<file path="src/rtl/msp_frame_tx.sv">
// MSP response framer: latches one response and streams it as an MSP v1 ($M, XOR) or v2 ($X, CRC8 DVB-S2) frame.
// Optional v2 framing is built only when MSP_V2_FRAMING_EN is defined; otherwise every frame is v1.
module msp_frame_tx #(
  parameter int MAX_PAYLOAD = 16,
  parameter int LEN_W       = 8
) (
  input  logic                     clk,
  input  logic                     rst,
  input  logic [15:0]              resp_cmd,
  input  logic [LEN_W-1:0]         resp_len,
  input  logic [MAX_PAYLOAD*8-1:0] resp_payload,
  input  logic                     resp_v2,
  input  logic                     resp_err,
  input  logic                     resp_valid,
  output logic                     resp_ready,
  output logic [7:0]               tx_data,
  output logic                     tx_valid,
  input  logic                     tx_ready,
  output logic                     busy,
  output logic                     frame_done,
  output logic                     len_clamped,
  output logic [3:0]               state_dbg
);

  // Handshakes: a transfer happens on a rising edge where valid && ready; the
  // source holds its data stable while valid is high and ready is low.

  typedef enum logic [3:0] {
    S_IDLE, S_SOF, S_VER, S_DIR, S_FLAG, S_CMD, S_CMDH, S_LEN, S_LENH, S_DATA, S_CRC
  } state_t;

  state_t                   state, state_nx;
  logic [15:0]              cmd_q, len_q, idx;
  logic [MAX_PAYLOAD*8-1:0] payload_q;
  logic                     err_q, v2_q;
  logic [7:0]               crc_q, crc_nx;
  logic                     capture, accept, covered, len_zero, last_data, clamp;
  logic [15:0]              len_eff;

  assign resp_ready  = (state == S_IDLE);
  assign busy        = (state != S_IDLE);
  assign tx_valid    = (state != S_IDLE);
  assign state_dbg   = state;
  assign capture     = resp_valid && resp_ready;
  assign accept      = tx_valid && tx_ready;
  assign clamp       = 32'(resp_len) > MAX_PAYLOAD;
  assign len_eff     = clamp ? 16'(MAX_PAYLOAD) : 16'(resp_len);
  assign len_clamped = capture && clamp;
  assign frame_done  = (state == S_CRC) && tx_ready;
  assign len_zero    = (len_q == 16'd0);
  assign last_data   = ((idx + 16'd1) == len_q);
  assign covered     = state inside {S_FLAG, S_CMD, S_CMDH, S_LEN, S_LENH, S_DATA};

`ifdef MSP_V2_FRAMING_EN
  function automatic logic [7:0] crc8_step(input logic [7:0] c, input logic [7:0] d);
    logic [7:0] r;
    r = c ^ d;
    for (int i = 0; i < 8; i++) r = r[7] ? ((r << 1) ^ 8'hD5) : (r << 1);
    return r;
  endfunction

  always_ff @(posedge clk) begin
    if (rst)          v2_q <= 1'b0;
    else if (capture) v2_q <= resp_v2;
  end

  assign crc_nx = v2_q ? crc8_step(crc_q, tx_data) : (crc_q ^ tx_data);
`else
  logic unused_v2;
  assign unused_v2 = resp_v2;
  assign v2_q      = 1'b0;
  assign crc_nx    = crc_q ^ tx_data;
`endif

  always_comb begin
    tx_data = 8'h00;
    case (state)
      S_SOF:  tx_data = 8'h24;
      S_VER:  tx_data = v2_q ? 8'h58 : 8'h4D;
      S_DIR:  tx_data = err_q ? 8'h21 : 8'h3E;
      S_FLAG: tx_data = 8'h00;
      S_CMD:  tx_data = cmd_q[7:0];
      S_CMDH: tx_data = cmd_q[15:8];
      S_LEN:  tx_data = len_q[7:0];
      S_LENH: tx_data = len_q[15:8];
      S_DATA: tx_data = payload_q[8*idx +: 8];
      S_CRC:  tx_data = crc_q;
      default: tx_data = 8'h00;
    endcase
  end

  always_comb begin
    state_nx = state;
    case (state)
      S_IDLE: if (resp_valid) state_nx = S_SOF;
      S_SOF:  if (tx_ready) state_nx = S_VER;
      S_VER:  if (tx_ready) state_nx = S_DIR;
      S_DIR:  if (tx_ready) state_nx = v2_q ? S_FLAG : S_LEN;
      S_LEN:  if (tx_ready) state_nx = v2_q ? S_LENH : S_CMD;
      S_CMD:  if (tx_ready) state_nx = v2_q ? S_CMDH : (len_zero ? S_CRC : S_DATA);
`ifdef MSP_V2_FRAMING_EN
      S_FLAG: if (tx_ready) state_nx = S_CMD;
      S_CMDH: if (tx_ready) state_nx = S_LEN;
      S_LENH: if (tx_ready) state_nx = len_zero ? S_CRC : S_DATA;
`endif
      S_DATA: if (tx_ready) state_nx = last_data ? S_CRC : S_DATA;
      S_CRC:  if (tx_ready) state_nx = S_IDLE;
      default: state_nx = S_IDLE;
    endcase
  end

  always_ff @(posedge clk) begin
    if (rst) begin
      state     <= S_IDLE;
      cmd_q     <= '0;
      len_q     <= '0;
      payload_q <= '0;
      err_q     <= 1'b0;
      idx       <= '0;
      crc_q     <= '0;
    end else begin
      state <= state_nx;
      if (capture) begin
        cmd_q     <= resp_cmd;
        len_q     <= len_eff;
        payload_q <= resp_payload;
        err_q     <= resp_err;
        idx       <= '0;
        crc_q     <= '0;
      end else if (accept) begin
        if (covered) crc_q <= crc_nx;
        if (state == S_DATA) idx <= idx + 16'd1;
      end
    end
  end

endmodule

</file>
<file path="config.mk">
export PLATFORM = sky130hd
export DESIGN_NAME = msp_frame_tx
export DESIGN_NICKNAME = d
export VERILOG_FILES = /design/src/rtl/msp_frame_tx.sv
export SDC_FILE = /design/constraint.sdc
export NUM_CORES = 1
export LEC_CHECK = 0
export ABC_AREA = 1
export CAP_MARGIN = 10
export CORE_MARGIN = 2
export CORE_UTILIZATION = 50
export CTS_CLUSTER_DIAMETER = 80
export DETAILED_ROUTE_END_ITERATION = 6
export PLACE_DENSITY_LB_ADDON = 0.08
export SLEW_MARGIN = 30
export SYNTH_ARGS = -nofsm -noshare
export SYNTH_HDL_FRONTEND = slang
export SYNTH_SLANG_ARGS = --single-unit
</file>
<file path="constraint.sdc">
create_clock -name clk -period 4.6 [get_ports clk]
set_clock_uncertainty 0.05 [all_clocks]
set_input_delay 0.92 -clock clk [delete_from_list [all_inputs] [get_ports clk]]
set_output_delay 0.92 -clock clk [all_outputs]
set_load 0.02 [all_outputs]
</file>
==> reports/qor.csv <==
metric,value,unit
core area,17060,µm²
crit path launch,idx[0],
Fmax,252.6,MHz
clk root buf,clkbuf_16,
Placed Area,10380,µm²
Initial Utilization,0.5054,
vias per cell,5.409,
hold_buf cts,0,
number of diodes,0,
Maximum Capacitance Violations,0,
H-tree depth,4,
IO Port Bufs,173,
GRT Resource Usage Total,0.2771,
Worst-Margin Slew,0.9620,ns
crit-path max FO,86,
share of layout cells above drive strength 1,0.05011,
Fin Setup TNS,0,ns
type of origin of the critical path,flop,
post-route ant nets,0,
fin area,10930,µm²
quantity of gates resized following cts,0,
total wire length,25340,µm
Die Span X,135.3,µm
pre-CTS WS,0.9512,ns
power per cell area,541.6,nW/µm²
sequential-to-total area share from yosys stat,0.4204,
Synth Flop Type,dfxtp_1,
CP arrival,2.99,ns
Rows,48,
I/O pin cnt,175,
Syn Area/Cell,6.830,µm²
DPL Wire Length,17510,µm
vias in the first global route,7777,
routed vias,8774,
# clock sinks,181,
CTS tree,yes,
final weighted congestion in routability-driven placement,0.9363,
largest net degree at the start of global routing,150,
"Slew Viols, Final",0,
CP endpoint kind,output port,
clock buffer depth,2,
Crit path required time,3.63,ns
RSZ-0062 raised after global routing,false,
drt first pass iters,5,
Rel. slew slack,0.3575,
fraction of registers with async set/reset,0,
fin util,0.6410,
post-synth net total,1421,
P&R area growth vs syn,26.84,%
Synth cell types,38,
GRT Residual Overflow,0,
# setup viols final,0,
filler instances,1585,
clock slew at reported path FFs,0.07,ns
Fin. Hold Viols,0,
Seq cells post-synth,181,
die height,135.3,µm
Pleak,4.327,nW
1st-iter DRT viols,847,
postcts setup bufs,0,
worst-skew pair later-pin latency,0.43,ns
Mapped Area,8620,µm²
Mapped Cells,1262,
status,"complete, no violations",
Hold Crit Class,flop to flop,
total number of yosys warnings,0,
HP Start,payload_q[119],
Num CTS Buffers,17,
Worst IR Drop VDD,473.7,µV
Final WS setup,0.6416,ns
Period minus WS final,3.958,ns
reg-to-reg startpoint,idx[0],
final cycle utilization of the critical path,0.8605,
Remaining DRCs,0,
global-route wire length before repair,39810,µm
wire length per cell,15.62,µm
Crit Path Class,flop to output port,
nets@finish,1544,
Post-synth EDFFs,0,
initial antenna violation count,0,
die area,18300,µm²
## power by group
group | switching [mW] | leakage [nW] | internal, mW
registers | 0.224 | 1.49 | 2.13
logic | 1.41 | 2.59 | 0.767
clock network | 0.647 | 0.248 | 0.748
total | 2.28 | 4.33 | 3.64
## through the flow
stage / hold slack [ns] / instances / total power [mW]
after floorplan: 0.3745 / 1262 / 3.854
after global placement: 0.3898 / 1591 / 4.481
after detailed placement: 0.3973 / 1591 / 4.533
after CTS: 0.4072 / 1622 / 5.916
after global routing: 0.4237 / 1622 / 6.312
final: 0.4050 / 1622 / 5.922
## critical path: stages, from the launching register on
cell,delay (ns)
dfxtp_2,0.33
buf_4,0.62
o21ai_0,0.29
nand3_1,0.14
nand3_1,0.11
nand2_1,0.13
nand2_1,0.08
nand4_1,0.16
clkdlybuf4s50_1,0.65
## path summary, 6_finish.rpt
check / to / slack, ns / depth (start not counted)
max: tx_data[1] / 0.64 / 8
min: payload_q[119] / 0.41 / 2
max reg2reg: state_dbg[1] / 1.78 / 14
min reg2reg: payload_q[119] / 0.41 / 2
## metal layers
layer | global-route usage | routed length (µm)
met1 | 0.4100 | 11950
met2 | 0.4089 | 11000
met3 | 0.04789 | 1809
met4 | 0.09144 | 581
met5 | 0 | 0
## Yosys cell counts (2+ instances only)
master | count | area, µm²
a211oi_1 | 2 | 15.01
a211oi_2 | 2 | 25.02
a21oi_1 | 157 | 785.8
a221oi_1 | 3 | 26.28
a31oi_1 | 4 | 25.02
buf_1 | 4 | 15.01
buf_2 | 32 | 160.2
buf_4 | 6 | 45.04
buf_6 | 2 | 22.52
clkbuf_1 | 35 | 131.4
dfxtp_1 | 181 | 3623
inv_1 | 134 | 503.0
inv_2 | 8 | 30.03
nand2_1 | 143 | 536.8
nand2_2 | 4 | 25.02
nand3_1 | 83 | 415.4
nand4_1 | 12 | 75.07
nor2_1 | 186 | 698.2
nor2_2 | 3 | 18.77
nor2_8 | 3 | 60.06
nor3_1 | 2 | 10.01
o211ai_1 | 9 | 67.56
o211ai_2 | 2 | 25.02
o21ai_0 | 202 | 1011
o21ai_1 | 22 | 110.1
o22ai_1 | 9 | 56.30
## state kept, by name (all words and copies together), names as in the netlist
name,flops
err_q,1
payload_q,128
cmd_q,16
idx,16
crc_q,8
state_dbg,4
len_q,8
## cell usage in the layout (no fill, tap or decap), drive strengths merged
cell type	synthesis	routed
a211oi	4	4
a21oi	157	157
a221oi	3	3
a22oi	1	1
a31oi	4	4
and2	1	1
buf	44	10
bufinv	0	1
clkbuf	35	18
clkdlybuf4s50	0	173
clkinv	1	4
clkinvlp	0	7
dfxtp	181	181
ha	1	1
inv	143	145
nand2	147	147
nand3	83	83
nand3b	1	1
nand4	12	12
nor2	193	193
nor3	4	4
o211ai	11	11
o21ai	225	225
o22ai	9	9
or2	1	1
or3	1	1
## area by class of cell
class | instances | area (µm²) | share of cell area
clock inverter | 13 | 126.4 | 0.01156
sequential | 181 | 3626 | 0.3317
inverter | 144 | 546.8 | 0.05001
tap | 225 | 281.5 | 0.02575
multi-input combinational | 858 | 4079 | 0.3731
clock buffer | 18 | 429.2 | 0.03925
timing repair buffer | 183 | 1844 | 0.1687
## cell families after synthesis
group                      after synthesis  synth area share
AOI/OAI and AO/OA                      414            0.2510
buffers and inverters                  223            0.1064
and+or+nand+nor                        443            0.2208
adders and majority gates                1          0.001451
DFF                                    181            0.4204
(Power assumes the default switching activity.)
